File: config.mk
export PLATFORM = sky130hd
export DESIGN_NAME = apb_ram_completer
export DESIGN_NICKNAME = d
export VERILOG_FILES = /design/src/rtl/apb_ram_pkg.sv /design/src/rtl/apb_ram_array.sv /design/src/rtl/apb_ram_completer.sv
export SDC_FILE = /design/constraint.sdc
export NUM_CORES = 2
export LEC_CHECK = 0
export CAP_MARGIN = 15
export CORE_MARGIN = 2
export CORE_UTILIZATION = 55
export CTS_CLUSTER_DIAMETER = 80
export DETAILED_ROUTE_END_ITERATION = 8
export DONT_BUFFER_PORTS = 1
export GPL_ROUTABILITY_DRIVEN = 0
export PLACE_DENSITY = 0.68
export SLEW_MARGIN = 0
export SYNTH_ARGS = -nofsm -noshare
export SYNTH_HDL_FRONTEND = slang
export SYNTH_SLANG_ARGS = --single-unit
File: constraint.sdc
create_clock -name PCLK -period 10.77 [get_ports PCLK]
set_input_delay 1.077 -clock PCLK [delete_from_list [all_inputs] [get_ports PCLK]]
set_output_delay 1.077 -clock PCLK [all_outputs]
set_load 0.005 [all_outputs]
File: src/rtl/apb_ram_pkg.sv
// Shared types and constants for the APB RAM completer and its storage array.
package apb_ram_pkg;

   typedef enum logic [1:0] {
      IDLE = 2'd0,
      WAIT = 2'd1,
      RESP = 2'd2
   } state_t;

   localparam int WAIT_STATES_MIN = 0;
   localparam int WAIT_STATES_MAX = 15;
   localparam int CNT_WIDTH       = $clog2(WAIT_STATES_MAX + 1);

   // Number of low PADDR bits that select a byte inside one data word.
   function automatic int byte_offset_width(input int data_width);
      return $clog2(data_width / 8);
   endfunction

endpackage

File: src/rtl/apb_ram_array.sv
// Word-addressed storage: one synchronous write port, one combinational read
// port, and a synchronous clear of every word while PRESETn is low.
module apb_ram_array #(
   parameter int DATA_WIDTH = 32,
   parameter int DEPTH      = 64,
   localparam int IDXW      = $clog2(DEPTH)
) (
   input  logic                  PCLK,
   input  logic                  PRESETn,
   input  logic                  we,
   input  logic [IDXW-1:0]       waddr,
   input  logic [DATA_WIDTH-1:0] wdata,
   input  logic [IDXW-1:0]       raddr,
   output logic [DATA_WIDTH-1:0] rdata
);

   logic [DATA_WIDTH-1:0] mem [DEPTH];

   // Reset wins over a write in the same cycle, so an aborted transfer can never land.
   always_ff @(posedge PCLK) begin
      if (!PRESETn) begin
         for (int i = 0; i < DEPTH; i++) begin
            mem[i] <= '0;
         end
      end else if (we) begin
         mem[waddr] <= wdata;
      end
   end

   assign rdata = mem[raddr];

endmodule

File: src/rtl/apb_ram_completer.sv
// APB3 completer in front of a word-addressed RAM with programmable wait
// states, a write-protected upper region and error responses for misaligned,
// out-of-range and protected accesses. All bus outputs are registered.
module apb_ram_completer
   import apb_ram_pkg::*;
#(
   parameter int ADDR_WIDTH  = 32,
   parameter int DATA_WIDTH  = 32,
   parameter int DEPTH       = 64,
   parameter int WAIT_STATES = 0,
   parameter int RO_BASE     = DEPTH
) (
   input  logic                  PCLK,
   input  logic                  PRESETn,
   input  logic [ADDR_WIDTH-1:0] PADDR,
   input  logic                  PSEL,
   input  logic                  PENABLE,
   input  logic                  PWRITE,
   input  logic [DATA_WIDTH-1:0] PWDATA,
   output logic [DATA_WIDTH-1:0] PRDATA,
   output logic                  PREADY,
   output logic                  PSLVERR
);

   localparam int OFFW = byte_offset_width(DATA_WIDTH);
   localparam int IDXW = $clog2(DEPTH);
   // Out-of-range settings are clamped so the counter width always suffices.
   localparam int WS   = (WAIT_STATES < WAIT_STATES_MIN) ? WAIT_STATES_MIN :
                         (WAIT_STATES > WAIT_STATES_MAX) ? WAIT_STATES_MAX : WAIT_STATES;

   localparam logic [ADDR_WIDTH-1:0] BYTE_MASK = ADDR_WIDTH'(DATA_WIDTH / 8 - 1);
   localparam logic [ADDR_WIDTH-1:0] DEPTH_A   = ADDR_WIDTH'(DEPTH);
   localparam logic [ADDR_WIDTH-1:0] RO_A      = ADDR_WIDTH'(RO_BASE);
   localparam logic [CNT_WIDTH-1:0]  WS_CNT    = CNT_WIDTH'(WS);

   state_t                 state;
   logic [CNT_WIDTH-1:0]   cnt;
   logic [ADDR_WIDTH-1:0]  idx_full;
   logic [IDXW-1:0]        idx;
   logic                   misaligned;
   logic                   out_of_range;
   logic                   protected_wr;
   logic                   err;
   logic                   rd_ok;
   logic                   we;
   logic [DATA_WIDTH-1:0]  rdata;
   logic [DATA_WIDTH-1:0]  resp_data;

   // Decode the word index and error conditions from the live bus; the whole
   // upper address is compared so addresses beyond DEPTH never alias.
   always_comb begin
      idx_full     = PADDR >> OFFW;
      idx          = idx_full[IDXW-1:0];
      misaligned   = |(PADDR & BYTE_MASK);
      out_of_range = idx_full >= DEPTH_A;
      protected_wr = PWRITE && (idx_full >= RO_A);
      err          = misaligned || out_of_range || protected_wr;
      rd_ok        = !PWRITE && !err;
      resp_data    = rd_ok ? rdata : '0;
      we           = (state == RESP) && PSEL && PENABLE && PWRITE && !err;
   end

   apb_ram_array #(
      .DATA_WIDTH (DATA_WIDTH),
      .DEPTH      (DEPTH)
   ) u_array (
      .PCLK    (PCLK),
      .PRESETn (PRESETn),
      .we      (we),
      .waddr   (idx),
      .wdata   (PWDATA),
      .raddr   (idx),
      .rdata   (rdata)
   );

   // Transfer sequencer: counts wait states, loads the response one cycle
   // before PREADY is seen, and drops PREADY after the single completing cycle.
   always_ff @(posedge PCLK) begin
      if (!PRESETn) begin
         state   <= IDLE;
         cnt     <= '0;
         PREADY  <= 1'b0;
         PSLVERR <= 1'b0;
         PRDATA  <= '0;
      end else begin
         case (state)
            IDLE: begin
               if (PSEL && !PENABLE) begin
                  cnt <= WS_CNT;
                  if (WS == 0) begin
                     state   <= RESP;
                     PREADY  <= 1'b1;
                     PSLVERR <= err;
                     PRDATA  <= resp_data;
                  end else begin
                     state <= WAIT;
                  end
               end
            end
            WAIT: begin
               if (!PSEL) begin
                  state <= IDLE;
               end else begin
                  cnt <= cnt - 1'b1;
                  if (cnt == CNT_WIDTH'(1)) begin
                     state   <= RESP;
                     PREADY  <= 1'b1;
                     PSLVERR <= err;
                     PRDATA  <= resp_data;
                  end
               end
            end
            RESP: begin
               state   <= IDLE;
               PREADY  <= 1'b0;
               PSLVERR <= 1'b0;
            end
            default: begin
               state   <= IDLE;
               PREADY  <= 1'b0;
               PSLVERR <= 1'b0;
            end
         endcase
      end
   end

endmodule
==> key figures <==
Outcome
  – Status: finished with violations
  – Failing checks: max-slew violations

GRT
  – Overall routing resource usage: 35.8%
  – First-pass GRT wire length: 438 mm
  – Met3 Use GR: 9.66%
  – Number of global-route vias before repair: 56600
  – GR Overflow Total: 0
  – Grt peak-use layer: met2
  – Met2 Usage GRT: 52.3%
  – Met1 GRT Util: 47.6%
  – Largest net degree at the start of global routing: 473
  – Initial antenna violation count: 27

Finish
  – Share of cells above drive strength 1: 14.0%
  – Register area: 62200 um2
  – Most common cell after layout, fill and taps aside: and2_1
  – Synth-to-Final Area Change: 8.94%
  – Most frequent cells in the layout: 2051 x and2_1, 2048 x edfxtp_1, 265 x o22ai_1, 216 x clkbuf_16, 181 x mux4_2
  – Fill cell count: 12900
  – Layout Nets: 6488
  – Multi-input gate area: 30200 um2

Setup path
  – WP buf/inv: 1
  – Crit end category: flop
  – R2r setup slk: 6.75 ns
  – Crit Path Max Fanout: 472
  – Setup CP Type: in2reg
  – Worst r2r src: PREADY
  – Max stage delay on crit path: 1.38 ns
  – Worst EP required: 11.59 ns
  – Crit path max-delay family: simple AND/OR/NAND/NOR gates
  – Reg2Reg Depth: 5
  – CP cell instances: nand2b_2, buf_4, o22ai_1, a221oi_1, or4b_1, a2111oi_0, a22o_1
  – RR Endpoint: u_array.mem[24][3]
  – Worst path slowest cell: nand2b_2
  – Critical path launch point type: primary input
  – CP arrival: 6.14 ns

Logic synthesis
  – Asr flop ratio synth: 0%
  – Post-synth EDFFs: 2048
  – Post-Syn Area: 94900 um2
  – Post-synthesis sequential area ratio: 65.5%
  – Yosys cell types: 65
  – Largest area contributor in the netlist: edfxtp_1
  – Synth Instances: 6794
  – Syn. warnings: 0
  – Syn avg cell area: 14.0 um2
  – Syn Nets: 6863
  – Most used DFF post-synth: edfxtp_1
  – Yosys reg bits: 2082
  – Top cells by area, synth: edfxtp_1 65%, and2_1 14%, mux4_2 4.3%
  – Area fraction of the dominant cell type after synthesis: 64.8%

Power
  – Pwr dens: 171 nW/um2
  – Peak VDD IR: 0.000201 V
  – Power after layout: 17.7 mW
  – Leak: 37.2 nW

Floorplanning
  – Initial Util: 55.3%
  – I/O pin count: 103
  – Die height: 419 um
  – Die width: 419 um
  – Row count: 152
  – Die area: 176000 um2
  – Core Area: 172000 um2

Detailed routing
  – Average wire per standard cell: 35.4 um
  – Initial DRC Count: 10100
  – First-pass DRT Iterations: 7
  – Via/cell ratio: 6.70
  – DRC: 0
  – ANT nets after route: 0
  – WL final: 316 mm
  – Routed vias: 59800

Timing
  – Final setup viols: 0
  – Relative slew slack: -70.2%
  – Final-report max-slew violation count: 242
  – Final hold vios: 0
  – Final Cycle Share: 49.4%
  – Clock skew: 0.0458 ns
  – RSZ-0062 raised after global routing: no
  – Highest clock rate: 188 MHz
  – Post-route setup TNS: 0 ns
  – Final min period: 5.32 ns
  – Measured slew at the worst slew-check pin: 2.55 ns

Clocking
  – Skew-Pair Late Insertion Delay: 0.89 ns
  – Longest Clk Path Bufs: 3
  – CTS resizes: 0
  – Clk root buf: clkbuf_16
  – Clk slew on worst S/H paths: 0.07 ns
  – Clock Sinks: 2082
  – CTS tree: done
  – CTS Hold Bufs: 0
  – Post-CTS setup buffers: 0
  – TritonCTS buffer count: 212
  – # H-tree levels: 4

Worst hold path
  – Hold Path End: u_array.mem[7][11]
  – Hold Path Depth: 1
  – Min-delay src: PWDATA[11]
  – Hold Crit Class: in2reg

Flow run
  – Max-cap violations: 0

Placed design
  – I/O Buffers: 0
  – Dpl hpwl: 175 mm
[cell usage after synthesis (all sizes together) (4+ instances only)]
master and instances:
a2111oi 13, a211o 4, a211oi 58, a21o 4, a21oi 123, a221o 8, a221oi 30, a222oi 9
a22o 20, a22oi 35, a2bb2oi 23, a31oi 8, a32o 7, and2 2051, and3 9, buf 213
clkbuf 511, dfxtp 34, edfxtp 2048, inv 9, mux2 151, mux2i 169, mux4 181, nand2 135
nand2b 60, nand3 16, nor2 120, nor2b 34, nor3 61, nor4 14, o2111ai 4, o211ai 9
o21ai 125, o221ai 130, o22a 18, o22ai 265, o31ai 19, o32ai 14, or2 6, or3 10
or4 9
[routing by layer]
layer | routed length (um) | vias to the layer above
met3 | 40100 | 840
li1 | - | 24200
met5 | 68 | -
met1 | 114000 | 30400
met2 | 138000 | 4337
met4 | 23200 | 10
[area by class of cell]
class	instances	area share, %
tap	2310	2.79
antenna	21	0.0508
clock buffer	280	5.51
timing repair buffer	135	1.19
inverter	9	0.0375
multi-input combinational	3979	29.2
clock inverter	105	1.15
sequential	2082	60.1
[stage by stage]
stage	utilization [%]	instances	hold WS, ns	cell area [um2]	setup WS (ns)
after floorplan	-	6794	0.449	94900	5.65
after global placement	56.1	8502	0.471	96200	5.49
after detailed placement	56.2	8514	0.481	96500	5.45
after CTS	60.3	8899	0.361	103000	6.34
after global routing	60.3	8900	0.379	103000	6.21
final	60.3	8921	0.394	103000	5.45
[worst reg2reg max path: cells and delay by family, from the launching register on]
family / cells / cell delay, ns
AND/OR/NAND/NOR: 4 / 2.75
flip-flops: 1 / 0.41
buffers and inverters: 1 / 0.47
[state kept, by name, summed over array words and instances (netlist names)]
name	cells
PSLVERR	1
PRDATA	32
PREADY	1
u_array.mem	2048
[worst max path at each step]
| stage | start | slack, ns | endpoint | depth (start not counted) |
|---|---|---|---|---|
| finish | PADDR[3] | 5.45 | PRDATA[31] | 7 |
| global placement | PADDR[21] | 5.49 | u_array.mem[44][27] | 6 |
| global route | PADDR[4] | 6.21 | u_array.mem[47][25] | 5 |
| floorplan | PADDR[14] | 5.65 | u_array.mem[19][0] | 6 |
| CTS | PADDR[8] | 6.34 | u_array.mem[44][25] | 6 |
| detailed placement | PADDR[8] | 5.45 | u_array.mem[44][18] | 6 |
[power breakdown]
| part | switching, mW | internal (mW) |
|---|---|---|
| logic | 0.676 | 0.322 |
| registers | 0.0873 | 9.17 |
| clock network | 3.22 | 4.23 |
[kinds of logic (layout without fill, tap and decap cells)]
logic type / Yosys count / after routing / share of synthesized area, %
AO/OA/AOI/OAI: 937 / 937 / 6.81
other: 0 / 21 / 0
AND/OR/NAND/NOR: 2541 / 2541 / 16.5
flip-flops: 2082 / 2082 / 65.5
multiplexers: 501 / 501 / 7.87
buffers and inverters: 733 / 529 / 3.37
(Power assumes the default switching activity.)
